===== config.mk =====
export PLATFORM = sky130hd
export DESIGN_NAME = max_q_select_fp
export DESIGN_NICKNAME = d
export VERILOG_FILES = /design/src/rtl/max_q_select_fp.sv
export SDC_FILE = /design/constraint.sdc
export NUM_CORES = 1
export LEC_CHECK = 0
export ABC_AREA = 1
export CORE_UTILIZATION = 54
export DETAILED_ROUTE_END_ITERATION = 7
export PLACE_DENSITY = 0.89
export SLEW_MARGIN = 20
export SYNTH_ARGS = -nofsm -noshare
export SYNTH_HDL_FRONTEND = slang
export SYNTH_SLANG_ARGS = --single-unit

===== constraint.sdc =====
create_clock -name clk -period 3 [get_ports clk]
set_clock_uncertainty 0.15 [all_clocks]
set_input_delay 0.6 -clock clk [delete_from_list [all_inputs] [get_ports clk]]
set_output_delay 0.6 -clock clk [all_outputs]
set_load 0.1 [all_outputs]

===== src/rtl/max_q_select_fp.sv =====
// -----------------------------------------------------------------------------
// max_q_select_fp
//
// Sequential max-Q selector. After an accepted start it collects N_ACTIONS
// IEEE-754 single-precision Q-values (one per in_valid cycle) and reports the
// largest value together with its 0-based arrival index. The compare is a
// sign-magnitude compare with no adder. NaNs never win, except that an all-NaN
// set returns sample 0.
//
// Ports
//   clk        in   rising-edge clock
//   rst_n      in   asynchronous active-low reset
//   start      in   begin a new selection, accepted only in IDLE
//   in_valid   in   in_q carries a Q-value this cycle (used only in COLLECT)
//   in_q       in   [31:0] IEEE-754 single Q-value
//   busy       out  high from the cycle after an accepted start through the
//                   out_valid cycle
//   out_valid  out  one-cycle pulse; out_max/out_idx are final
//   out_max    out  [31:0] largest Q-value of the set
//   out_idx    out  [IDX_W-1:0] arrival index of out_max
// -----------------------------------------------------------------------------
module max_q_select_fp #(
    parameter int N_ACTIONS = 4,
    parameter int IDX_W     = 2
) (
    input  logic             clk,
    input  logic             rst_n,
    input  logic             start,
    input  logic             in_valid,
    input  logic [31:0]      in_q,
    output logic             busy,
    output logic             out_valid,
    output logic [31:0]      out_max,
    output logic [IDX_W-1:0] out_idx
);

    typedef enum logic [1:0] {
        IDLE    = 2'd0,
        COLLECT = 2'd1,
        DONE    = 2'd2
    } state_t;

    localparam logic [IDX_W-1:0] LAST_IDX = IDX_W'(N_ACTIONS - 1);

    state_t           r_state;
    state_t           w_state_nxt;
    logic [IDX_W-1:0] r_count;
    logic [31:0]      r_best_q;
    logic [IDX_W-1:0] r_best_idx;

    logic w_accept;
    logic w_last;
    logic w_take;

    // Exponent all ones with a non-zero mantissa.
    function automatic logic is_nan(input logic [31:0] v);
        return (v[30:23] == 8'hFF) && (v[22:0] != 23'd0);
    endfunction

    // a > b for non-NaN operands; +0 and -0 compare equal.
    function automatic logic fp_gt(input logic [31:0] a, input logic [31:0] b);
        if (a[31] != b[31])
            return !a[31] && ((a[30:0] != 31'd0) || (b[30:0] != 31'd0));
        else if (!a[31])
            return a[30:0] > b[30:0];
        else
            return a[30:0] < b[30:0];
    endfunction

    assign w_accept = (r_state == COLLECT) && in_valid;
    assign w_last   = w_accept && (r_count == LAST_IDX);

    // Sample 0 always loads. Later samples win only if strictly greater; a
    // NaN never wins, and a NaN sitting in best (only possible from sample 0)
    // loses to any real value. Ties keep the lower index.
    assign w_take = w_accept &&
                    ((r_count == '0) ||
                     (!is_nan(in_q) && (is_nan(r_best_q) || fp_gt(in_q, r_best_q))));

    // NOTE: sequential state uses non-blocking assignments so every flop
    // samples the pre-edge values regardless of statement order.
    always_ff @(posedge clk or negedge rst_n) begin
        if (!rst_n)
            r_state <= IDLE;
        else
            r_state <= w_state_nxt;
    end

    // NOTE: the default assignment first keeps this block free of latches
    // on paths that do not mention w_state_nxt.
    always_comb begin
        w_state_nxt = r_state;
        unique case (r_state)
            IDLE:    if (start)  w_state_nxt = COLLECT;
            COLLECT: if (w_last) w_state_nxt = DONE;
            DONE:                w_state_nxt = IDLE;
            default:             w_state_nxt = IDLE;
        endcase
    end

    always_ff @(posedge clk or negedge rst_n) begin
        if (!rst_n) begin
            r_count <= '0;
        end else if ((r_state == IDLE) && start) begin
            r_count <= '0;
        end else if (w_accept) begin
            // Wraps to 0 after the last sample; it is cleared on start anyway.
            r_count <= r_count + IDX_W'(1);
        end
    end

    // The best registers double as the output holding registers: they change
    // only on accepted samples, so the result holds until the next set's
    // first sample arrives.
    always_ff @(posedge clk or negedge rst_n) begin
        if (!rst_n) begin
            r_best_q   <= 32'h0;
            r_best_idx <= '0;
        end else if (w_take) begin
            r_best_q   <= in_q;
            r_best_idx <= r_count;
        end
    end

    assign busy      = (r_state != IDLE);
    assign out_valid = (r_state == DONE);
    assign out_max   = r_best_q;
    assign out_idx   = r_best_idx;

endmodule


==> Word-level counts from Yosys, hierarchy flattened <==
Index checks and enable logic that the tools add are counted.
{ "op_classes": {"add_sub_neg": 1, "n_mul": 0, "div": 0, "n_lt_le_gt_ge": 2, "n_eq_ne": 8, "shifts": 0, "muxes": 7, "n_bitwise": 0, "reduce_logical": 22} }
{ "ops": {"columns": ["cell", "count"], "rows": [
  ["$reduce_bool 31->1", 2],
  ["$reduce_bool 23->1", 2],
  ["$gt 31x31->1", 1],
  ["$lt 31x31->1", 1],
  ["$eq 8x8->1 const B", 2],
  ["$logic_and 1x1->1", 8],
  ["$mux 2", 4],
  ["$eq 2x2->1 const B", 2],
  ["$logic_not 2->1", 2],
  ["$ne 2x2->1 const B", 2],
  ["$pmux 2 s2", 1],
  ["$reduce_bool 2->1", 2],
  ["$logic_or 1x1->1", 3],
  ["$add 2x1->2 const B", 1],
  ["$eq 2x1->1 const B", 1],
  ["$logic_not 1->1", 2],
  ["$mux 1", 2],
  ["$reduce_and 2->1", 1],
  ["$ne 1x1->1", 1]
]} }
{ "totals": {"ff_bits": 38, "latch_bits": 0, "ram_bits": 0, "romBits": 0, "input_bits": 36, "output_inout_bits": 36, "wordCells": 44, "n_memories": 0} }

==> Longest topological paths before layout <==
Gate-level depths: netlist of the first run.
{ "depth": {"depth_word": 8, "depth_mapped": 19, "depth_no_buf": 18} }

==> Worst setup path before layout of the first run <==
Ideal clock, no wire load.
{ "synth_path": {"kind": "reg2reg", "start": "register r_best_q[22] (netlist: out_max[22])", "end": "register r_best_q[24] (netlist: out_max[24])", "setup_time_ns": 0.122, "t_arrival_ns": 2.512, "required_time_ns": 2.728, "path_slack_ns": 0.216, "stages_incl_launch_ff": 15, "path_buffers": 1, "period_less_slack_ns": 2.784, "path_cell_list": "dfrtp_1 inv_1 ha_1 a21o_1 nor2_1 nand2_1 a21oi_1 nand3_1 nand3_1 nand2_2 nand2_4 nand2_4 buf_6 nand2_1 nand2_1"} }
{ "synth_via": {"elab_chain_len": 8} }
{ "synth_lines": {"columns": ["element", "line_no", "rtl"], "rows": [
  ["start, declared", "48", "logic [31:0] r_best_q;"],
  ["start signal, assigned", "120", "r_best_q <= in_q;"],
  ["parallel branches: the longest is 4 deep, another holds $gt 31x31->1", null, null],
  ["$logic_or 1x1->1 (*)", "78", "(!is_nan(in_q) && (is_nan(r_best_q) || fp_gt(in_q, r_best_q))));"],
  ["$logic_and 1x1->1 (*)", "78", null],
  ["$logic_or 1x1->1 (*)", "77", "((r_count == '0) ||"],
  ["$logic_and 1x1->1 (*)", "76", "assign w_take = w_accept &&"]
]} }
Every way passes the cells marked *.
A chain may end at the register's enable or synchronous reset.

==> Worst setup path in the final report of the first run <==
{ "layout_path": {"start": "input in_q[14]", "end": "register r_best_q[18] (netlist: out_max[18])"} }
{ "layout_via": {"elab_chain_len": 8} }
{ "layout_lines": {"columns": ["element", "line_no", "rtl"], "rows": [
  ["start, declared", "30", "input logic [31:0] in_q,"],
  ["parallel branches: the longest is 5 deep, another holds $gt 31x31->1", null, null],
  ["$logic_and 1x1->1 (*)", "78", null],
  ["$logic_or 1x1->1 (*)", "77", null],
  ["$logic_and 1x1->1 (*)", "76", null]
]} }
Marks and branches as above.

==> flow_summary_export.csv, run 1 <==
group,metric,value,unit
status,status,"finished, final reports clean",
worst_hold_path,hp-class,"primary input to async pin",
worst_setup_path,critPathKind,"primary input to flip-flop",
timing,worst_pin_slew,0.824,ns
timing,setup_viol,0,
global_route,antenna_found_initial,0,
global_route,grt.total_usage,25.7,%
worst_setup_path,ff2ff_path_depth,17,
drt,drtIter0Drc,192,
logic_synthesis,synth.distinct_cells,21,
timing,slew_headroom,45.0,%
global_route,grt_overflow,0,
layout,layout_commonest_cell,"nand2_1",
cts,tritoncts,"built",
placement,dp_hpwl,5.23,mm
placement,place_congestion,0.839,
layout,num_antenna_cells,0,
floorplan,pin_count,72,
drt,drtPass1Iterations,4,
drt,num_vias,2824,
logic_synthesis,yosys.area.top_type,"dfrtp_1",
layout,layout-drive-gt1-share,11.0,%
logic_synthesis,syn-instance-count,415,
cts,post_cts_buffers,0,
worst_setup_path,reg2reg_to,"out_max[18]",
cts,clk_latency,0.28,ns
logic_synthesis,synth_seq_area_share,33.6,%
placement,portBuffers,71,
floorplan,dieArea,5530,um2
drt,wirelength,6.69,mm
worst_setup_path,reg2reg_setup_slack,0.65,ns
timing,setup_tns,0,ns
logic_synthesis,ys_seq_elements,38,
flow_run,max_cap_violations,0,
drt,vias_per_cell,5.05,
floorplan,chipWidth,74.3,um
cts,cts_max_path_buffers,2,
layout,mostFrequentLayoutCells,"nand2_1 (139), inv_1 (59), nor2_1 (56), nand3_1 (46), buf_4 (44)",
timing,rsz0062_at_grt,"false",
floorplan,start_util,57.9,%
worst_setup_path,end_kind,"flip-flop",
cts,cts-htree-levels,2,
cts,cts_resized,0,
global_route,grt_pass1_wl,11.0,mm
logic_synthesis,yosysWarnings,0,
floorplan,die_h,74.3,um
cts,cts-root-buf,"clkbuf_8",
timing,final_hold_viol_count,0,
global_route,grt_pass1_vias,2612,
logic_synthesis,syn_avg_cell_area,6.81,um2
timing,period_minus_slack,2.69,ns
drt,drc,0,
timing,max_freq,0.372,GHz
worst_setup_path,reg2reg_from,"out_max[14]",
layout,nNetsFinal,561,
floorplan,core-area,4880,um2
logic_synthesis,mappedNetlistNets,484,
worst_setup_path,critPathMaxFanout,34,
cts,clkSinkCount,38,
cts,clk_pin_slew,0.07,ns
logic_synthesis,ys_top_cells_by_area,"dfrtp_1 (34%), nand2_1 (18%), ha_1 (15%), nand3_1 (8.1%), inv_1 (7.8%)",
logic_synthesis,synth_area,2830,um2
floorplan,rows,25,
worst_setup_path,required,3.02,ns
cts,hold_buffers,0,
drt,wl_per_cell,12.0,um
timing,finalCritPeriodShare,89.6,%
logic_synthesis,synth_top_area_share,33.6,%
layout,area_growth,27.2,%
worst_setup_path,worstSetupStartpointType,"primary input",
worst_setup_path,worstPathArrival,2.71,ns
cts,numCtsBuffers,5,
drt,antenna_left,0,
timing,drv_slew,0,
global_route,grt_max_degree,39,
area by class of cell:
cell class | count | area (um2)
multi-input combinational | 308 | 1580
fill | 396 | 1280
sequential | 38 | 951
timing repair buffer | 79 | 676
inverter | 60 | 225
tap | 67 | 83.8
clock buffer | 7 | 76.3
cell usage after synthesis:
cell and count:
or3b_1 1, a21oi_1 14, ha_1 33, o21ai_1 1
nand2_4 2, clkinv_1 1, nor2b_1 1, nand4_1 8
or2_2 1, nand2_1 139, clkbuf_1 3, o21ai_0 2
nand3_1 46, nand2_2 1, nor2_1 56, buf_6 3
inv_1 59, dfrtp_1 38, o31ai_1 1, buf_4 3
a21o_1 2
metrics by stage:
step | hold slack [ns] | worst slack, ns | std cells | util (%) | instance area (um2)
after floorplan | 0.154 | 0.216 | 415 | - | 2830
after global placement | 0.314 | 0.110 | 552 | 72.1 | 3520
after detailed placement | 0.310 | 0.0330 | 552 | 72.1 | 3520
after CTS | 0.289 | 0.300 | 559 | 73.7 | 3590
after global routing | 0.329 | 0.0286 | 559 | 73.7 | 3590
final | 0.260 | 0.312 | 559 | 73.7 | 3590
worst max-delay path: stages:
cell,delay [ns]
clkdlybuf4s50_1,0.45
ha_1,0.32
nand2_1,0.07
nor2_1,0.16
inv_1,0.05
nor2_1,0.12
nand2_1,0.06
nand2_1,0.06
nand2_1,0.06
nand2_1,0.06
nand2_1,0.05
nand3_1,0.08
nand2_2,0.07
nand2_4,0.08
nand2_4,0.21
nand2_1,0.14
nand2_1,0.06
state kept, by name, summed over array words and instances (netlist names):
signal	cells
out_idx	2
r_state	2
out_max	32
r_count	2
logic make-up after synthesis:
family / Yosys count / share of synthesized area, %
buffers and inverters: 69 / 10.4
adder cells (fa/ha/maj): 33 / 14.6
AND/OR/NAND/NOR: 255 / 37.6
AO/OA/AOI/OAI: 20 / 3.81
flip-flops: 38 / 33.6
worst max path at each step:
| stage | slack, ns | end | from | cells after the start |
|---|---|---|---|---|
| finish | 0.31 | out_max[18] | in_q[14] | 17 |
| global route | 0.03 | out_max[6] | in_q[14] | 17 |
| CTS | 0.30 | out_max[18] | in_q[24] | 17 |
| floorplan | 0.22 | out_max[24] | out_max[22] | 14 |
| global placement | 0.11 | out_max[22] | in_q[14] | 17 |
| detailed placement | 0.03 | out_max[18] | in_q[12] | 17 |
per-layer routing:
layer  vias up  wire length, um  GRT usage [%]
li1       1460                -              -
met4         0              102           8.60
met2        77             3340           45.3
met5         -                0              0
met3        12              264           4.34
met1      1275             2980           31.8
Power of run 1 is not shown: default switching activity piles up to over one toggle a cycle in this logic, so the estimate is an artifact.
==> inputs of run 2 (changes only) <==
--- a/config.mk
+++ b/config.mk
@@ -7,8 +7,11 @@
 export LEC_CHECK = 0
 export ABC_AREA = 1
 export CORE_UTILIZATION = 54
+export CTS_CLUSTER_SIZE = 8
 export DETAILED_ROUTE_END_ITERATION = 7
+export MAX_ROUTING_LAYER = met4
 export PLACE_DENSITY = 0.89
+export RECOVER_POWER = 25
 export SLEW_MARGIN = 20
 export SYNTH_ARGS = -nofsm -noshare
 export SYNTH_HDL_FRONTEND = slang
==> flow_summary_export.csv, run 2 (synthesis results as in run 1) <==
group,metric,value,unit
cts,clk_pin_slew,0.07,ns
global_route,grt_pass1_wl,11.0,mm
drt,antenna_left,0,
floorplan,dieArea,5530,um2
floorplan,rows,25,
timing,holdWs,0.326,ns
global_route,antenna_found_initial,0,
status,failed_checks,"max-capacitance violations, max-slew violations",
drt,num_vias,2821,
floorplan,pin_count,72,
cts,cts-htree-levels,2,
placement,dp_hpwl,5.23,mm
layout,largest_register_ffs,32,
drt,wl_per_cell,11.9,um
timing,finalCritPeriodShare,89.5,%
timing,final_hold_viol_count,0,
drt,drtPass1Iterations,5,
worst_setup_path,ff2ff_path_depth,17,
drt,vias_per_cell,5.05,
timing,setup_viol,0,
global_route,grt.total_usage,26.5,%
worst_setup_path,slowest_stage,"clkdlybuf4s50_1",
flow_run,max_cap_violations,1,
timing,period_minus_slack,2.69,ns
floorplan,start_util,57.9,%
worst_setup_path,crit_top_cell,"nand2_1",
layout,mostFrequentLayoutCells,"nand2_1 (139), inv_1 (59), nor2_1 (56), nand3_1 (46), buf_4 (44)",
layout,fillers,397,
cts,cts-root-buf,"clkbuf_8",
placement,place_congestion,0.852,
cts,post_cts_buffers,0,
layout,area_growth,27.1,%
timing,slew_headroom,-31.6,%
timing,max_freq,0.372,GHz
worst_setup_path,required,3.02,ns
worst_setup_path,critPathKind,"primary input to flip-flop",
cts,cts_resized,0,
cts,hold_buffers,0,
timing,worst_pin_slew,1.97,ns
floorplan,die_h,74.3,um
status,status,"finished, violations left",
layout,nNetsFinal,561,
worst_hold_path,hp-class,"flip-flop to flip-flop",
worst_setup_path,cp_slowest_stage_delay,0.45,ns
cts,numCtsBuffers,5,
layout,layout-drive-gt1-share,10.8,%
placement,portBuffers,71,
worst_setup_path,worstPathArrival,2.71,ns
worst_setup_path,path_cells,"clkdlybuf4s50_1 > ha_1 > nand2_1 > nor2_1 > inv_1 > nor2_1 > nand2_1 > nand2_1 > nand2_1 > nand2_1 > nand2_1 > nand3_1 > nand2_2 > nand2_4 > nand2_4 > nand2_1 > nand2_1",
drt,wirelength,6.64,mm
floorplan,chipWidth,74.3,um
layout,layout_commonest_cell,"nand2_1",
timing,drv_slew,39,
global_route,grt_max_degree,39,
timing,setup_tns,0,ns
worst_setup_path,end_kind,"flip-flop",
cts,tritoncts,"built",
layout,num_antenna_cells,0,
worst_hold_path,hold_depth,2,
worst_setup_path,worstSetupStartpointType,"primary input",
cts,cts_max_path_buffers,2,
cts,clkSinkCount,38,
drt,drtIter0Drc,187,
timing,rsz0062_at_grt,"false",
floorplan,core-area,4880,um2
cts,clk_latency,0.28,ns
layout,post-route-util,73.6,%
global_route,grt_pass1_vias,2612,
global_route,grt_overflow,0,
worst_setup_path,critPathMaxFanout,34,
drt,drc,0,
run 2: cell types whose count changed in the layout (fill, tap and decap cells not counted), sizes merged:
| cell | change |
|---|---|
| clkbuf | +1 |
| buf | -1 |
run 2: area by class of cell:
class                      instances  area [um2]  share of cell area, %
inverter                          60         225                   6.27
tap                               67        83.8                   2.33
sequential                        38         951                   26.5
multi-input combinational        308        1580                   44.0
clock buffer                       7        76.3                   2.12
timing repair buffer              79         674                   18.8
run 2: per-layer routing:
metal,part of all wire (%),global-route usage (%),vias up
met2,50,45.3,82
met1,44,31.9,1267
li1,-,-,1460
met4,1.6,8.60,0
met3,4.4,4.20,12
met5,0,-,-
run 2: worst max-delay path: cells and delay by family:
| kind | cells | cell delay [ns] |
|---|---|---|
| buffers and inverters | 2 | 0.50 |
| adder cells (fa/ha/maj) | 1 | 0.32 |
| AND/OR/NAND/NOR | 14 | 1.28 |
run 2: per-stage QoR:
stage                     std cells  worst slack, ns  cell area, um2
final                           559            0.314            3590
after floorplan                 415            0.216            2830
after CTS                       559            0.300            3590
after global routing            559           0.0286            3590
after global placement          552            0.110            3520
after detailed placement        552           0.0330            3520
run 2: path summary, 6_finish.rpt:
kind / from / to / slack [ns]
worst min-delay path: out_idx[0] / out_idx[0] / 0.33
max in group asynchronous: rst_n / r_count[0] / 0.86
worst max register to register: out_max[14] / out_max[18] / 0.66
worst max-delay path: in_q[14] / out_max[18] / 0.31
min in group asynchronous: rst_n / out_max[12] / 0.72
worst min register to register: out_idx[0] / out_idx[0] / 0.33
Power of run 2 is left out for the same reason.
==> inputs of run 3 (changes only) <==
==> constraint.sdc (replaced) <==
create_clock -name clk -period 3.3 [get_ports clk]
set_clock_uncertainty 0.15 [all_clocks]
set_input_delay 0.66 -clock clk [delete_from_list [all_inputs] [get_ports clk]]
set_output_delay 0.66 -clock clk [all_outputs]
set_load 0.1 [all_outputs]
==> flow_summary_export.csv, run 3 (synthesis results as in run 1) <==
group,metric,value,unit
status,status,"finished, violations left",
status,failed_checks,"max-capacitance violations, max-slew violations",
worst_hold_path,hp-start,"out_idx[1]",
timing,period_minus_slack,2.90,ns
flow_run,max_cap_violations,1,
drt,wl_per_cell,12.4,um
floorplan,die_h,74.3,um
layout,area_growth,25.8,%
worst_setup_path,crit_end,"out_max[19]",
cts,cts-root-buf,"clkbuf_8",
cts,cts-htree-levels,2,
global_route,grt_pass1_wl,11.3,mm
drt,num_vias,2869,
worst_setup_path,worstSetupStartpointType,"primary input",
placement,portBuffers,71,
worst_setup_path,cp_num_cells,15,
layout,multi_input_area,1580,um2
drt,vias_per_cell,5.18,
drt,drtPass1Iterations,4,
layout,regArea,951,um2
layout,num_antenna_cells,0,
cts,post_cts_buffers,0,
global_route,grt_overflow,0,
cts,numCtsBuffers,5,
floorplan,rows,25,
worst_setup_path,required,3.37,ns
floorplan,core-area,4880,um2
worst_setup_path,reg2reg_to,"out_max[19]",
cts,tritoncts,"built",
worst_setup_path,reg2reg_setup_slack,0.80,ns
timing,drv_slew,39,
global_route,grt_max_degree,39,
floorplan,dieArea,5530,um2
worst_setup_path,crit_family,"simple AND/OR/NAND/NOR gates",
timing,setup_tns,0,ns
global_route,antenna_found_initial,0,
drt,wirelength,6.87,mm
worst_setup_path,slowest_stage,"clkdlybuf4s50_1",
cts,clk_pin_slew,0.07,ns
timing,rsz0062_at_grt,"false",
drt,drtIter0Drc,237,
worst_setup_path,ff2ff_path_depth,15,
layout,mostFrequentLayoutCells,"nand2_1 (139), inv_1 (59), nor2_1 (56), nand3_1 (46), buf_4 (39)",
layout,layout_commonest_cell,"nand2_1",
worst_hold_path,hp-class,"flip-flop to flip-flop",
cts,clk_latency,0.29,ns
worst_setup_path,crit_top_cell,"nand2_1",
drt,antenna_left,0,
timing,max_freq,0.345,GHz
global_route,grt_pass1_vias,2578,
layout,largest_register_ffs,32,
cts,cts_resized,0,
timing,worst_pin_slew,1.97,ns
global_route,grt.total_usage,27.4,%
timing,slew_headroom,-31.3,%
worst_setup_path,critPathKind,"primary input to flip-flop",
worst_setup_path,path_cells,"clkdlybuf4s50_1 > ha_1 > nand2_1 > nor2_1 > inv_1 > nor2_1 > nor2b_1 > a21oi_1 > nand2_1 > nand3_1 > nand2_2 > nand2_4 > nand2_4 > nand2_1 > nand2_1",
cts,cts_max_path_buffers,2,
worst_setup_path,critPathMaxFanout,34,
timing,finalCritPeriodShare,87.8,%
layout,nNetsFinal,556,
worst_setup_path,reg2reg_from,"out_max[14]",
placement,dp_hpwl,5.28,mm
timing,final_hold_viol_count,0,
cts,clkSinkCount,38,
cts,hold_buffers,0,
worst_setup_path,crit_start,"in_q[14]",
floorplan,start_util,57.9,%
worst_setup_path,cp.buffers_inverters,2,
worst_setup_path,cp_slowest_stage_delay,0.45,ns
floorplan,chipWidth,74.3,um
worst_setup_path,end_kind,"flip-flop",
layout,fillers,415,
worst_setup_path,worstPathArrival,2.97,ns
drt,drc,0,
floorplan,pin_count,72,
layout,layout-drive-gt1-share,9.86,%
placement,place_congestion,0.883,
timing,setup_viol,0,
## run 3: changes by cell type in the layout (fill, tap and decap cells not counted)
cell and delta:
buf_4 -5
## run 3: how the worst min path moves through the flow
stage | to | slack [ns] | cells past startpoint
after floorplan | out_idx[0] | 0.21 | 0
after global placement | out_idx[1] | 0.31 | 2
after detailed placement | out_idx[1] | 0.32 | 2
after CTS | out_max[13] | 0.34 | 1
after global routing | out_idx[1] | 0.38 | 2
final | out_idx[1] | 0.33 | 2
## run 3: layer usage
layer  GRT usage (%)  part of all wire (%)  vias up
li1                -                     -     1447
met1            34.6                    44     1317
met2            44.4                    49       96
met3            4.47                   6.3        9
met4            10.1                   1.2        0
met5               -                     0        -
## run 3: area by class of cell
type                       count  area share, %
clock buffer                   7           2.15
inverter                      60           6.33
multi-input combinational    308           44.5
sequential                    38           26.7
tap                           67           2.36
timing repair buffer          74           17.9
## run 3: per-stage QoR
stage | area (um2) | cells | utilization [%] | hold WS, ns | setup WS (ns)
detailed placement | 3480 | 547 | 71.3 | 0.317 | 0.183
global placement | 3480 | 547 | 71.3 | 0.313 | 0.277
finish | 3560 | 554 | 72.9 | 0.331 | 0.403
floorplan | 2830 | 415 | - | 0.214 | 0.516
global route | 3560 | 554 | 72.9 | 0.380 | 0.212
CTS | 3560 | 554 | 72.9 | 0.336 | 0.458
## run 3: tightest hold or removal path, stage by stage, from the launching register on
cell     delay [ns]
dfrtp_1        0.35
nand2_1        0.06
nand2_1        0.05
Power of run 3 is left out for the same reason.
